File: config.mk
export PLATFORM = sky130hd
export DESIGN_NAME = servo_sequencer
export DESIGN_NICKNAME = d
export VERILOG_FILES = /design/src/rtl/fc_pkg.sv /design/src/rtl/servo_edge_sync.sv /design/src/rtl/servo_sequencer.sv
export SDC_FILE = /design/constraint.sdc
export NUM_CORES = 1
export LEC_CHECK = 0
export CAP_MARGIN = 20
export CORE_ASPECT_RATIO = 1.5
export CORE_MARGIN = 1
export CORE_UTILIZATION = 45
export CTS_CLUSTER_SIZE = 14
export DETAILED_ROUTE_END_ITERATION = 8
export PLACE_DENSITY = 0.73
export SLEW_MARGIN = 20
export SYNTH_ARGS = -nofsm -noshare
export SYNTH_HDL_FRONTEND = slang
export SYNTH_HIERARCHICAL = 1
export SYNTH_SLANG_ARGS = --single-unit
File: constraint.sdc
create_clock -name CLK -period 3.2 [get_ports CLK]
set_input_delay 0.48 -clock CLK [delete_from_list [all_inputs] [get_ports CLK]]
set_output_delay 0.48 -clock CLK [all_outputs]
set_load 0.02 [all_outputs]
File: src/rtl/fc_pkg.sv
// Shared FSM encoding, widths and defaults for the servo pulse sequencer.
// No timing of its own; the clamp helper is purely combinational.
package fc_pkg;

    typedef enum logic [1:0] {
        ST_IDLE    = 2'd0,
        ST_MEASURE = 2'd1,
        ST_EMIT    = 2'd2
    } state_t;

    localparam int          DEF_SHIFT   = 5;
    localparam logic [23:0] DEF_TIMEOUT = 24'd3200000;
    localparam int          CNT_W       = 16;
    localparam int          WD_W        = 24;
    localparam int          DATA_W      = 10;

    // Negative results floor at 0, anything past the 10-bit range pins to full scale.
    function automatic logic [DATA_W-1:0] clamp_cmd(input logic signed [16:0] val);
        logic [DATA_W-1:0] res;
        if (val[16]) begin
            res = '0;
        end else if (val[15:DATA_W] != '0) begin
            res = '1;
        end else begin
            res = val[DATA_W-1:0];
        end
        return res;
    endfunction

endpackage

File: src/rtl/servo_edge_sync.sv
// Four-stage synchroniser for one servo line; rise/fall strobes compare stages 3 and 2 (3-cycle latency).
// Strobes stay off until stage 3 holds a post-reset sample, so a line held high through reset is not an edge.
module servo_edge_sync (
    input  logic i_clk,
    input  logic i_rst,
    input  logic i_din,
    output logic o_lvl,
    output logic o_rise,
    output logic o_fall
);

    logic [3:0] r_sync;
    logic [3:0] r_vld;

    always_ff @(posedge i_clk or posedge i_rst) begin
        if (i_rst) begin
            r_sync <= '0;
            r_vld  <= '0;
        end else begin
            r_sync <= {r_sync[2:0], i_din};
            r_vld  <= {r_vld[2:0], 1'b1};
        end
    end

    assign o_lvl  = r_sync[2];
    assign o_rise = r_vld[3] &  r_sync[2] & ~r_sync[3];
    assign o_fall = r_vld[3] & ~r_sync[2] &  r_sync[3];

endmodule

File: src/rtl/servo_sequencer.sv
// Measures one servo pulse at a time, subtracts a per-channel offset and presents a clamped 10-bit command.
// Command sits on CMD_VALID/CMD_DATA until CMD_READY; pulses arriving while busy are dropped and flagged.
module servo_sequencer
    import fc_pkg::*;
#(
    parameter int          NCH     = 4,
    parameter int          SHIFT   = DEF_SHIFT,
    parameter logic [23:0] TIMEOUT = DEF_TIMEOUT
) (
    input  logic           CLK,
    input  logic           RST,
    input  logic [NCH-1:0] SERVO,
    input  logic           CFG_WE,
    input  logic [1:0]     CFG_ADDR,
    input  logic [9:0]     CFG_DATA,
    output logic           CMD_VALID,
    input  logic           CMD_READY,
    output logic [1:0]     CMD_CH,
    output logic [9:0]     CMD_DATA,
    output logic           FRAME,
    output logic           OVERLAP,
    output logic           FAILSAFE
);

    state_t              r_state;
    state_t              w_state_nxt;
    logic [NCH-1:0]      w_lvl;
    logic [NCH-1:0]      w_rise;
    logic [NCH-1:0]      w_fall;
    logic [CNT_W-1:0]    r_cnt;
    logic [WD_W-1:0]     r_wd;
    logic [DATA_W-1:0]   r_offset [NCH];
    logic [1:0]          r_ch;
    logic [1:0]          r_cmd_ch;
    logic [DATA_W-1:0]   r_cmd_data;
    logic                r_ovl;
    logic                r_frame;
    logic                w_lock;
    logic [1:0]          w_lock_ch;
    logic                w_load;
    logic                w_drop;
    logic                w_accept;
    logic signed [16:0]  w_diff;

    for (genvar gi = 0; gi < NCH; gi++) begin : g_sync
        servo_edge_sync u_sync (
            .i_clk  (CLK),
            .i_rst  (RST),
            .i_din  (SERVO[gi]),
            .o_lvl  (w_lvl[gi]),
            .o_rise (w_rise[gi]),
            .o_fall (w_fall[gi])
        );
    end

    assign w_accept = (r_state == ST_EMIT) && CMD_READY;
    assign w_diff   = $signed({1'b0, r_cnt >> SHIFT}) - $signed({7'b0, r_offset[r_ch]});

    always_ff @(posedge CLK or posedge RST) begin
        if (RST) begin
            r_state <= ST_IDLE;
        end else begin
            r_state <= w_state_nxt;
        end
    end

    always_comb begin
        w_state_nxt = r_state;
        w_lock      = 1'b0;
        w_lock_ch   = '0;
        w_load      = 1'b0;
        w_drop      = 1'b0;
        case (r_state)
            ST_IDLE: begin
                // Lowest index wins a simultaneous start; the losers are dropped.
                for (int i = 0; i < NCH; i++) begin
                    if (w_rise[i]) begin
                        if (w_lock) begin
                            w_drop = 1'b1;
                        end else begin
                            w_lock    = 1'b1;
                            w_lock_ch = 2'(i);
                        end
                    end
                end
                if (w_lock) begin
                    w_state_nxt = ST_MEASURE;
                end
            end
            ST_MEASURE: begin
                if (w_fall[r_ch]) begin
                    w_load      = 1'b1;
                    w_state_nxt = ST_EMIT;
                end
            end
            ST_EMIT: begin
                if (CMD_READY) begin
                    w_state_nxt = ST_IDLE;
                end
            end
            default: begin
                w_state_nxt = ST_IDLE;
            end
        endcase
        if (r_state != ST_IDLE) begin
            for (int i = 0; i < NCH; i++) begin
                if (w_rise[i] && (2'(i) != r_ch)) begin
                    w_drop = 1'b1;
                end
            end
        end
    end

    always_ff @(posedge CLK or posedge RST) begin
        if (RST) begin
            r_cnt      <= '0;
            r_ch       <= '0;
            r_cmd_ch   <= '0;
            r_cmd_data <= '0;
            r_ovl      <= 1'b0;
            r_frame    <= 1'b0;
            r_wd       <= '0;
            for (int i = 0; i < NCH; i++) begin
                r_offset[i] <= '0;
            end
        end else begin
            // The rise cycle is already the first high cycle, so the count starts at 1.
            if (w_lock) begin
                r_ch  <= w_lock_ch;
                r_cnt <= CNT_W'(1);
            end else if ((r_state == ST_MEASURE) && w_lvl[r_ch] && (r_cnt != '1)) begin
                r_cnt <= r_cnt + CNT_W'(1);
            end
            if (w_load) begin
                r_cmd_ch   <= r_ch;
                r_cmd_data <= clamp_cmd(w_diff);
            end
            if (w_drop) begin
                r_ovl <= 1'b1;
            end
            r_frame <= w_accept && (32'(r_cmd_ch) == NCH - 1);
            if (w_accept) begin
                r_wd <= '0;
            end else if (r_wd != '1) begin
                r_wd <= r_wd + WD_W'(1);
            end
            if (CFG_WE && (32'(CFG_ADDR) < NCH)) begin
                r_offset[CFG_ADDR] <= CFG_DATA;
            end
        end
    end

    assign CMD_VALID = (r_state == ST_EMIT);
    assign CMD_CH    = r_cmd_ch;
    assign CMD_DATA  = r_cmd_data;
    assign FRAME     = r_frame;
    assign OVERLAP   = r_ovl;
    assign FAILSAFE  = (r_wd >= TIMEOUT);

endmodule

==> results.toml <==
[run_status]
status = "finished, final reports clean"

[drt]
drc = 0
avgRoutedWirePerCell_um = 16.4
first_pass_iters = 4
drt-initial-drc-count = 161
num_vias = 4213
viasPerCell = 5.64
ant_nets = 0
routed_wirelength_um = 12200

[critical_path]
worstPathArrival_ps = 3240
r2r_start = "r_ch[0]"
critPathMaxFanout = 9
cp.required_ps = 3480
ff2ff_path_depth = 10
setup.worst_path.start_class = "flop"
r2r-end = "CMD_DATA[7]"
reg2reg_slack_ps = 240
worstSetupEndpointType = "flop"
worstSetupPathType = "reg -> reg"

[clock_tree]
cts_resized = 0
cts_tree = "yes"
root_buffer = "clkbuf_16"
h-tree-depth = 4
numCtsBuffers = 17
cts-hold-fix-buffers = 0
cts.path.max_buffers = 2
clock_latency_ps = 410
path_clk_slew_ps = 60
post-cts-setup-buffer-count = 0
cts.sinks = 130

[placed_design]
portBuffers = 35
dp_hpwl_um = 8600
dpl_cell_area_sq_mm = 0.00668
gp_routability_congestion = 0.901
place_inst = 715

[timing]
worst_pin_slew_ps = 904
rsz0062_at_grt = "false"
hold_viol_final = 0
slew_headroom_pct = 39.7
fin_crit_sh_pct = 92.6
setup_viol = 0
skew_ps = 9.00
fin_setup_tns_ps = 0
period_minus_slack_ps = 2960
finalMaxSlewViolations = 0
clock.fmax_mhz = 338

[synthesis]
synth_top_family_by_area = "simple AND/OR/NAND/NOR gates"
synth-simple-area-share_pct = 15.6
synthArstFlopShare_pct = 100
synthesis.area_sq_mm = 0.00613
synth_edf_count = 0
synth-main-ff-cell = "dfrtp_1"
synth_compound_area_share_pct = 7.60
yosys-mux-area-fraction_pct = 12.3
syn_area_per_cell_sq_um = 11.6
synthXorXnorAreaFrac_pct = 5.15
ys_seq_elements = 130
yosysSeqAreaShare_pct = 53.1
netlist-cell-type-count = 52
synth-adder-area-share_pct = 3.14
mappedNetlistNets = 562
netlist_instances = 528
yosysWarnings = 6

[power]
vdd_drop_max_uv = 431
power_density_mw_per_mm2 = 808
p_leak_uw = 0.00325

[die]
die_h_um = 145
die-width_um = 97.3
start_util_pct = 46.6
io_pins = 36
core_area_sq_mm = 0.0131
rows = 51
dieArea_sq_mm = 0.0141

[global_routing]
grt_pass1_wl_um = 21100
grt_max_degree = 61
grt_use_total_pct = 18.6
antenna_found_initial = 0
grt_pass1_vias = 4484
grt-ovfl-total = 0

[finish]
final_cell_area_sq_mm = 0.00730
antenna_cells = 0
fill_cells = 1070
mostFrequentLayoutCells = "dfrtp_1 (130), nor2_1 (45), mux2_2 (41)"
finalNonFillerCells = 747
multi_input_area_sq_mm = 0.00270
regArea_sq_mm = 0.00325
final_common_cell = "dfrtp_1"
fin_nets = 609
drive_gt1_share_pct = 17.3
syn_to_final_growth_pct = 19.1

[hold_path]
whs_endpoint = "g_sync[3].u_sync/r_vld[2]"
whs_path_depth = 0
min_from = "g_sync[3].u_sync/r_vld[1]"
hp-class = "reg -> reg"

[run]
drv_cap = 0
==> synthesized netlist by cell type, drive strengths merged (2+ instances only) <==
cell type / instances / area (sq um)
xor2: 18 / 158
a311o: 2 / 20.0
a211oi: 6 / 57.6
dfrtp: 130 / 3250
and4: 3 / 26.3
nand4: 15 / 100
nor4: 5 / 50.1
or3: 9 / 56.3
and3: 13 / 81.3
nand3: 16 / 80.1
o211ai: 3 / 22.5
nand2b: 4 / 25.0
buf: 6 / 41.3
a21o: 3 / 22.5
inv: 25 / 93.8
nor3: 10 / 60.1
o21bai: 2 / 15.0
conb: 4 / 15.0
o21a: 8 / 60.1
and3b: 8 / 70.1
xnor2: 18 / 158
nor3b: 3 / 22.5
mux2i: 2 / 20.0
o21ai: 26 / 130
nor2b: 6 / 37.5
nand2: 29 / 109
a21oi: 12 / 60.1
and2: 6 / 40.0
o31ai: 3 / 27.5
mux4: 12 / 274
ha: 13 / 163
nand3b: 4 / 30.0
clkbuf: 10 / 37.5
nor2: 45 / 169
mux2: 41 / 462
==> per-stage QoR <==
stage	setup WS [ps]	hold slack [ps]	total power [uW]	util, %
floorplan	158	296	3450	-
global placement	370	333	3820	50.8
detailed placement	278	335	3900	50.8
CTS	264	347	5940	55.5
global route	54.1	349	6220	55.5
finish	238	345	5900	55.5
==> state kept, by name, indices dropped and copies added (netlist names) <==
name	flops
r_offset	40
r_wd	24
g_sync.u_sync/r_sync	16
g_sync.u_sync/r_vld	16
r_cnt	16
CMD_DATA	10
CMD_CH	2
r_ch	2
r_state	2
FRAME	1
OVERLAP	1
==> cell families (layout without fill, tap and decap cells) <==
| logic type | after synthesis | after routing |
|---|---|---|
| simple gates | 176 | 176 |
| flops | 130 | 130 |
| compound gates | 71 | 71 |
| mux | 55 | 55 |
| buf+inv | 41 | 101 |
| xor+xnor | 36 | 36 |
| fa+ha+maj | 15 | 15 |
| other cells | 4 | 4 |
==> per-layer routing <==
| metal | track usage (%) | wire [um] |
|---|---|---|
| met3 | 4.38 | 466 |
| met5 | 0 | 0 |
| met4 | 8.53 | 352 |
| met2 | 32.3 | 6440 |
| met1 | 21.7 | 4980 |
==> worst max-delay path by stage <==
| stage | to | from | cells after the start | slack [ps] |
|---|---|---|---|---|
| global placement | CMD_DATA[8] | r_ch[0] | 10 | 370 |
| CTS | CMD_DATA[7] | r_ch[0] | 10 | 260 |
| global route | CMD_DATA[7] | r_ch[0] | 10 | 50 |
| floorplan | CMD_CH[0] | RST | 1 | 160 |
| finish | CMD_DATA[7] | r_ch[0] | 10 | 240 |
| detailed placement | CMD_DATA[7] | r_ch[0] | 10 | 280 |
==> area by class of cell <==
class | instances | share of cell area (%)
clock buffers | 19 | 6.07
flip-flops and latches | 130 | 44.6
clock inverters | 13 | 2.40
inverters | 25 | 1.30
well taps | 159 | 2.73
repair buffers | 44 | 5.90
multi-input cells | 357 | 37.0
==> worst max-delay path: stages, from the launching register on <==
cell	delay, ps
dfrtp_1	420
buf_4	240
mux4_2	510
inv_1	70
ha_1	280
a21o_1	200
a21oi_1	270
a21boi_0	190
or3_1	340
a211oi_1	220
o21ai_0	110
==> power by group <==
group	total, uW	leakage, uW	switching [uW]	internal, uW
Combinational	1610	0.00133	816	792
Sequential	2280	0.00161	308	1980
Clock	2000	0.000300	743	1260
Power figures use the tool's default switching activity.
